$ cat src/rtl/fauftb_s2_npc.sv
// Stage-2 next-PC resolver behind the micro-FTB: registers the s1 prediction,
// picks the taken slot, forms the next fetch PC and issues a one-shot s0 redirect.
module fauftb_s2_npc #(
    parameter int PC_W        = 41,
    parameter int META_W      = 223,
    parameter int FETCH_BYTES = 32
) (
    input  logic              clock,
    input  logic              reset,
    input  logic              io_s1_fire,
    input  logic              io_s2_fire,
    input  logic              io_flush,
    input  logic [PC_W-1:0]   io_in_pc,
    input  logic              io_in_hit,
    input  logic              io_in_slot_valids_0,
    input  logic              io_in_slot_valids_1,
    input  logic              io_in_br_taken_mask_0,
    input  logic              io_in_br_taken_mask_1,
    input  logic [PC_W-1:0]   io_in_targets_0,
    input  logic [PC_W-1:0]   io_in_targets_1,
    input  logic [3:0]        io_in_offsets_0,
    input  logic [3:0]        io_in_offsets_1,
    input  logic [PC_W-1:0]   io_in_fallThroughAddr,
    input  logic              io_in_is_br_sharing,
    input  logic [META_W-1:0] io_in_meta,
    input  logic              io_s1_valid,
    input  logic [PC_W-1:0]   io_s1_pc,
    output logic              io_s2_valid,
    output logic [PC_W-1:0]   io_s2_pc,
    output logic [PC_W-1:0]   io_s2_npc,
    output logic              io_s2_taken,
    output logic [3:0]        io_s2_cfi_offset,
    output logic              io_s2_hit,
    output logic [META_W-1:0] io_s2_meta,
    output logic              io_redirect_valid,
    output logic [PC_W-1:0]   io_redirect_pc,
    output logic [5:0]        io_perf_hit,
    output logic [5:0]        io_perf_redirect
);

    logic              s2_valid;
    logic [PC_W-1:0]   pc_q;
    logic              hit_q;
    logic              sv0_q, sv1_q, tm0_q, tm1_q, share_q;
    logic [PC_W-1:0]   tgt0_q, tgt1_q, fta_q;
    logic [3:0]        off0_q, off1_q;
    logic [META_W-1:0] meta_q;
    logic              rd_done;
    logic [5:0]        perf_hit_q, perf_rd_q;

    logic              t0, t1, load, redirect;
    logic [PC_W-1:0]   npc;

    assign load = io_s1_fire & ~io_flush;

    // A tail slot that is not sharing with a branch holds a jump: always taken.
    assign t0 = sv0_q & tm0_q;
    assign t1 = sv1_q & (share_q ? tm1_q : 1'b1);

    always_comb begin
        npc = pc_q + PC_W'(FETCH_BYTES);
        if (hit_q) begin
            if (t0)      npc = tgt0_q;
            else if (t1) npc = tgt1_q;
            else         npc = fta_q;
        end
    end

    assign redirect = s2_valid & ~rd_done & ~io_flush & io_s1_valid & (io_s1_pc != npc);

    always_ff @(posedge clock or posedge reset) begin
        if (reset) begin
            s2_valid <= 1'b0;
            pc_q     <= '0;
            hit_q    <= 1'b0;
            sv0_q    <= 1'b0;
            sv1_q    <= 1'b0;
            tm0_q    <= 1'b0;
            tm1_q    <= 1'b0;
            share_q  <= 1'b0;
            tgt0_q   <= '0;
            tgt1_q   <= '0;
            fta_q    <= '0;
            off0_q   <= '0;
            off1_q   <= '0;
            meta_q   <= '0;
        end else begin
            if (io_flush)        s2_valid <= 1'b0;
            else if (io_s1_fire) s2_valid <= 1'b1;
            else if (io_s2_fire) s2_valid <= 1'b0;
            if (load) begin
                pc_q    <= io_in_pc;
                hit_q   <= io_in_hit;
                sv0_q   <= io_in_slot_valids_0;
                sv1_q   <= io_in_slot_valids_1;
                tm0_q   <= io_in_br_taken_mask_0;
                tm1_q   <= io_in_br_taken_mask_1;
                share_q <= io_in_is_br_sharing;
                tgt0_q  <= io_in_targets_0;
                tgt1_q  <= io_in_targets_1;
                fta_q   <= io_in_fallThroughAddr;
                off0_q  <= io_in_offsets_0;
                off1_q  <= io_in_offsets_1;
                meta_q  <= io_in_meta;
            end
        end
    end

    // One redirect per s2 occupancy; a fresh load re-arms it.
    always_ff @(posedge clock or posedge reset) begin
        if (reset)                rd_done <= 1'b0;
        else if (io_flush | load) rd_done <= 1'b0;
        else if (redirect)        rd_done <= 1'b1;
    end

    always_ff @(posedge clock or posedge reset) begin
        if (reset) begin
            perf_hit_q <= '0;
            perf_rd_q  <= '0;
        end else begin
            if (s2_valid & io_s2_fire & hit_q & (perf_hit_q != 6'd63))
                perf_hit_q <= perf_hit_q + 6'd1;
            if (redirect & (perf_rd_q != 6'd63))
                perf_rd_q <= perf_rd_q + 6'd1;
        end
    end

    assign io_s2_valid       = s2_valid;
    assign io_s2_pc          = pc_q;
    assign io_s2_npc         = s2_valid ? npc : '0;
    assign io_s2_taken       = hit_q & (t0 | t1);
    assign io_s2_cfi_offset  = t0 ? off0_q : (t1 ? off1_q : 4'd0);
    assign io_s2_hit         = hit_q;
    assign io_s2_meta        = meta_q;
    assign io_redirect_valid = redirect;
    assign io_redirect_pc    = io_s2_npc;
    assign io_perf_hit       = perf_hit_q;
    assign io_perf_redirect  = perf_rd_q;

endmodule

$ cat config.mk
export PLATFORM = sky130hd
export DESIGN_NAME = fauftb_s2_npc
export DESIGN_NICKNAME = d
export VERILOG_FILES = /design/src/rtl/fauftb_s2_npc.sv
export SDC_FILE = /design/constraint.sdc
export NUM_CORES = 1
export LEC_CHECK = 0
export ABC_AREA = 1
export BUFFER_PORTS_ARGS = -buffer_cell sky130_fd_sc_hd__clkbuf_2
export CORE_AREA = 2 2 320 322
export CTS_CLUSTER_SIZE = 8
export DETAILED_ROUTE_END_ITERATION = 8
export DIE_AREA = 0 0 322 324
export GPL_TIMING_DRIVEN = 0
export SYNTH_ARGS = -nofsm -noshare
export SYNTH_HDL_FRONTEND = slang
export SYNTH_SLANG_ARGS = --single-unit
export TNS_END_PERCENT = 20
$ cat constraint.sdc
create_clock -name clock -period 15.2 [get_ports clock]
set_clock_uncertainty 0.1 [all_clocks]
set_input_delay 4.56 -clock clock [delete_from_list [all_inputs] [get_ports clock]]
set_output_delay 4.56 -clock clock [all_outputs]
set_load 0.01 [all_outputs]
== Yosys cells after proc, flatten, opt, wreduce, memory -nomap -nowiden ==
Index checks and enable logic that the tools add are counted.

* Bits in registers: 415
* Output and inout port bits: 366
* Word-level logic and storage cells: 53

* Add/sub/neg operators: 3
* Equality and inequality tests: 3
* Mux-type cells: 12
* Bitwise logic cells: 16
* Reductions and logical operators: 2

{| class="wikitable"
|+ Operator list
! kind !! number
|-
| 41-bit 2-to-1 mux || 4
|-
| 41-bit by 6-bit adder with 41-bit output, second input constant || 1
|-
| 41-bit inequality test || 1
|-
| 6-bit by 1-bit adder with 6-bit output, second input constant || 2
|-
| 1-bit bitwise AND || 12
|-
| 6-bit inequality test, second input constant || 2
|-
| 4-bit 2-to-1 mux || 2
|-
| 1-bit 2-to-1 mux || 6
|-
| 3-bit nonzero test || 1
|-
| 1-bit inverter || 2
|-
| 1-bit bitwise OR || 2
|-
| 2-bit nonzero test || 1
|}

== Longest topological paths before layout ==
* Word-level depth: 9
* Mapped depth: 20

== Worst setup path after synthesis ==
OpenSTA, ideal clock, no wires.

* Path kind: input port to output port
* From: input port io_s1_pc[5]
* To: output port io_redirect_valid
* Arrival: 5365 ps
* Slack: 5175 ps
* Cell stages on the path: 10
* Path buffers: 0
* Cell sequence: inv_1 > xor2_1 > nor2_1 > nand2_1 > nor2_1 > nand2_1 > nor2_4 > nand2_4 > nand2_1 > inv_1

* Word-level cells in the longest chain between the ends: 2

{| class="wikitable"
|+ Ends and longest elaborated chain
! element !! line !! source
|-
| start: declaration || 27 || <nowiki>input logic [PC_W-1:0] io_s1_pc,</nowiki>
|-
| 41-bit inequality test || 69 || <nowiki>assign redirect = s2_valid & ~rd_done & ~io_flush & io_s1_valid & (io_s1_pc != npc);</nowiki>
|-
| 1-bit bitwise AND || 69 ||
|-
| end: declaration || 35 || <nowiki>output logic io_redirect_valid,</nowiki>
|}

Every way passes these cells.

== Worst setup path in the final report ==
Ends and elaborated chain as after synthesis.

==> results.md <==
- Layout cells sized above 1: 47.18%
- Pleak: 13.66 nW
- IO Count: 814
- FP Rows: 117
- Initial antenna violation count: 26
- Buffers added on ports: 813
- Mapped cell area: 19440 um^2
- Gate power share: 25.7%
- Fillers: 11000
- Via count: 17610
- Share of power burned in registers: 38.5%
- Synthesized Nets: 2356
- Mean area per synthesized cell: 10.21 um^2
- Sw frac: 33.14%
- Total track usage: 18.57%
- Hold Path Class: flop to flop
- Worst-Skew Late Latency: 650 ps
- Clk slew on worst S/H paths: 50 ps
- PD cells: 132.9 nW/um^2
- DRT Pass-1 Iters: 5
- Hold slack: 398.4 ps
- Final setup viols: 0
- Total Wirelength: 99900 um
- Core Box Area: 101000 um^2
- Hold-fix buffers, CTS: 0
- Max-slew headroom: 10.28%
- Largest net degree at the start of global routing: 42
- Critical Path End Type: output port
- Vias in the first global route: 17200
- DRC errors left: 0
- Top cells by area, synth: dfrtp_1, mux2_2, nand2_1
- Detail Route Antenna Nets: 0
- P_int: 2.412 mW
- Period Utilization, post-route: 71.97%
- Count of final hold-check violations: 0
- Crit-path max FO: 8
- Switching power: 1.195 mW
- Final cell count without fillers: 4118
- Clock tree from TritonCTS: yes
- Initial DRC count: 1046
- Commonest non-fill, non-tap cell in the layout: clkbuf_2
- Placed cell count: 4039
- First-pass GRT wire length: 134200 um
- Die height: 324 um
- Arrival time at the worst endpoint: 6280 ps
- Clock Path Buffers: 3
- Register area share after synthesis: 53.42%
- Synth cell types: 38
- Max Cap Violations: 0
- Yosys reg bits: 415
- Most frequent cells in the layout: clkbuf_2, dfrtp_1, nand2_1
- Die ar.: 104300 um^2
- Setup TNS Final: 0 ps
- DR WL/cell: 24.26 um
- Via density per instance: 4.277
- Cell taking the most area after synthesis: dfrtp_1
- Worst Path Class, Setup: input port to output port
- Min Clock Period, post-route: 10940 ps
- Fmax: 0.09141 GHz
- Cells after Synth: 1905
- Max-slew violations: 0
- Top-area cell type share of the netlist area: 53.42%
- Worst-Margin Slew: 1346 ps
- Clock root buffer: clkbuf_16
- Die W: 322 um
- Status: complete, no violations
- CP startpoint kind: input port
- Unrepaired setup endpoints after global routing: no
- Max VDD drop: 102.1 uV
- GR Overflow Total: 0
- H-tree lvl count: 2
- DPL Wire Length: 84030 um
- # clock sinks: 415
- Post-CTS sizing: 0
- Layout area overhead: 39.61%
- WP data required: 10540 ps
- RD Place Congestion: 0.9271
- Clock share of power: 35.8%
- Yosys Warn Count: 0
- Num CTS Buffers: 60
- Post-CTS setup repair buffer count: 0
- Starting density of the core: 19.25%
- Nets@finish: 3243
path summary, 6_finish.rpt:
check / cells after the start / from / slack [ps] / end
min in group asynchronous: 2 / reset / 3810 / io_s2_meta[73]$_DFFE_PP0P_
max in group asynchronous: 7 / reset / 9570 / io_s2_meta[180]$_DFFE_PP0P_
worst max-delay path: 12 / io_s1_pc[5] / 4260 / io_redirect_valid
worst max register to register: 17 / tm1_q$_DFFE_PP0P_ / 11020 / io_perf_redirect[1]$_DFFE_PP0P_
worst min-delay path: 1 / io_s2_meta[130]$_DFFE_PP0P_ / 400 / io_s2_meta[130]$_DFFE_PP0P_
worst min register to register: 1 / io_s2_meta[130]$_DFFE_PP0P_ / 400 / io_s2_meta[130]$_DFFE_PP0P_
cells in the mapped netlist, drive strengths merged:
master and count:
a21boi 1, a21oi 120, and2 1, and3 1, buf 71, clkbuf 56, clkinv 2, dfrtp 415
ha 3, inv 132, mux2 310, nand2 337, nand3 116, nand3b 14, nand4 13, nor2 207
nor3b 1, o211ai 13, o21ai 53, o21bai 10, o311ai 1, or2 7, xnor2 14, xor2 7
power by group through the flow:
stage	registers [mW]	clock network [mW]	logic, mW
6_report	1.39	1.29	0.927
5_1_grt	1.41	1.37	1.01
4_1_cts	1.39	1.33	0.953
3_5_place_dp	1.40	0	0.950
3_3_place_gp	1.40	0	0.932
2_1_floorplan	1.42	0	0.422
cells by family after synthesis:
family / count (synthesis) / synth area share [%]
adder cells (fa/ha/maj): 3 / 0.1931
flip-flops: 415 / 53.42
AND/OR/NAND/NOR: 697 / 16.01
AO/OA/AOI/OAI: 198 / 5.445
XOR/XNOR: 21 / 0.9847
buffers and inverters: 261 / 5.998
multiplexers: 310 / 17.96
through the flow:
| step | area [um^2] | total power [mW] | worst slack [ps] | utilization [%] |
|---|---|---|---|---|
| 2_1_floorplan | 19440 | 1.846 | 4944 | - |
| 4_1_cts | 27120 | 3.668 | 4074 | 26.85 |
| 6_report | 27140 | 3.607 | 4261 | 26.87 |
| 3_3_place_gp | 25150 | 2.332 | 1956 | 24.90 |
| 3_5_place_dp | 25390 | 2.353 | 4082 | 25.14 |
| 5_1_grt | 27130 | 3.788 | 3952 | 26.86 |
sequential cells by signal (all words and copies together) (netlist names), 4 cells and up:
name and cells:
tgt0_q 41, tgt1_q 41, io_s2_meta 223, fta_q 41, io_s2_pc 41, off1_q 4, io_perf_hit 6, io_perf_redirect 6
off0_q 4
layout make-up:
class / count / area (um^2) / share of cell area, %
Antenna cell: 7 / 17.52 / 0.06454
Buffer: 127 / 663.1 / 2.443
Sequential cell: 415 / 10390 / 38.26
Clock inverter: 7 / 171.4 / 0.6315
Tap cell: 1309 / 1638 / 6.034
Inverter: 134 / 506.7 / 1.867
Clock buffer: 65 / 1562 / 5.753
Multi-Input combinational cell: 1229 / 7890 / 29.07
Timing Repair Buffer: 825 / 4309 / 15.88
worst max-delay path: stages:
cell      delay, ps
clkbuf_2         80
inv_1            40
xor2_1          150
nor2_1          130
nand2_1          60
nor2_1          480
nand2_1         190
nor2_4          200
nand2_4         110
nand2_1         100
inv_1            50
clkbuf_2        120
per-layer routing:
| metal | up-vias | GRT usage, % | part of all wire (%) |
|---|---|---|---|
| li1 | 8006 | - | - |
| met1 | 8733 | 23.82 | 42 |
| met2 | 733 | 31.35 | 48 |
| met3 | 119 | 4.295 | 7.0 |
| met4 | 20 | 4.798 | 2.3 |
| met5 | - | 0 | 0.13 |
(Power assumes the default switching activity.)
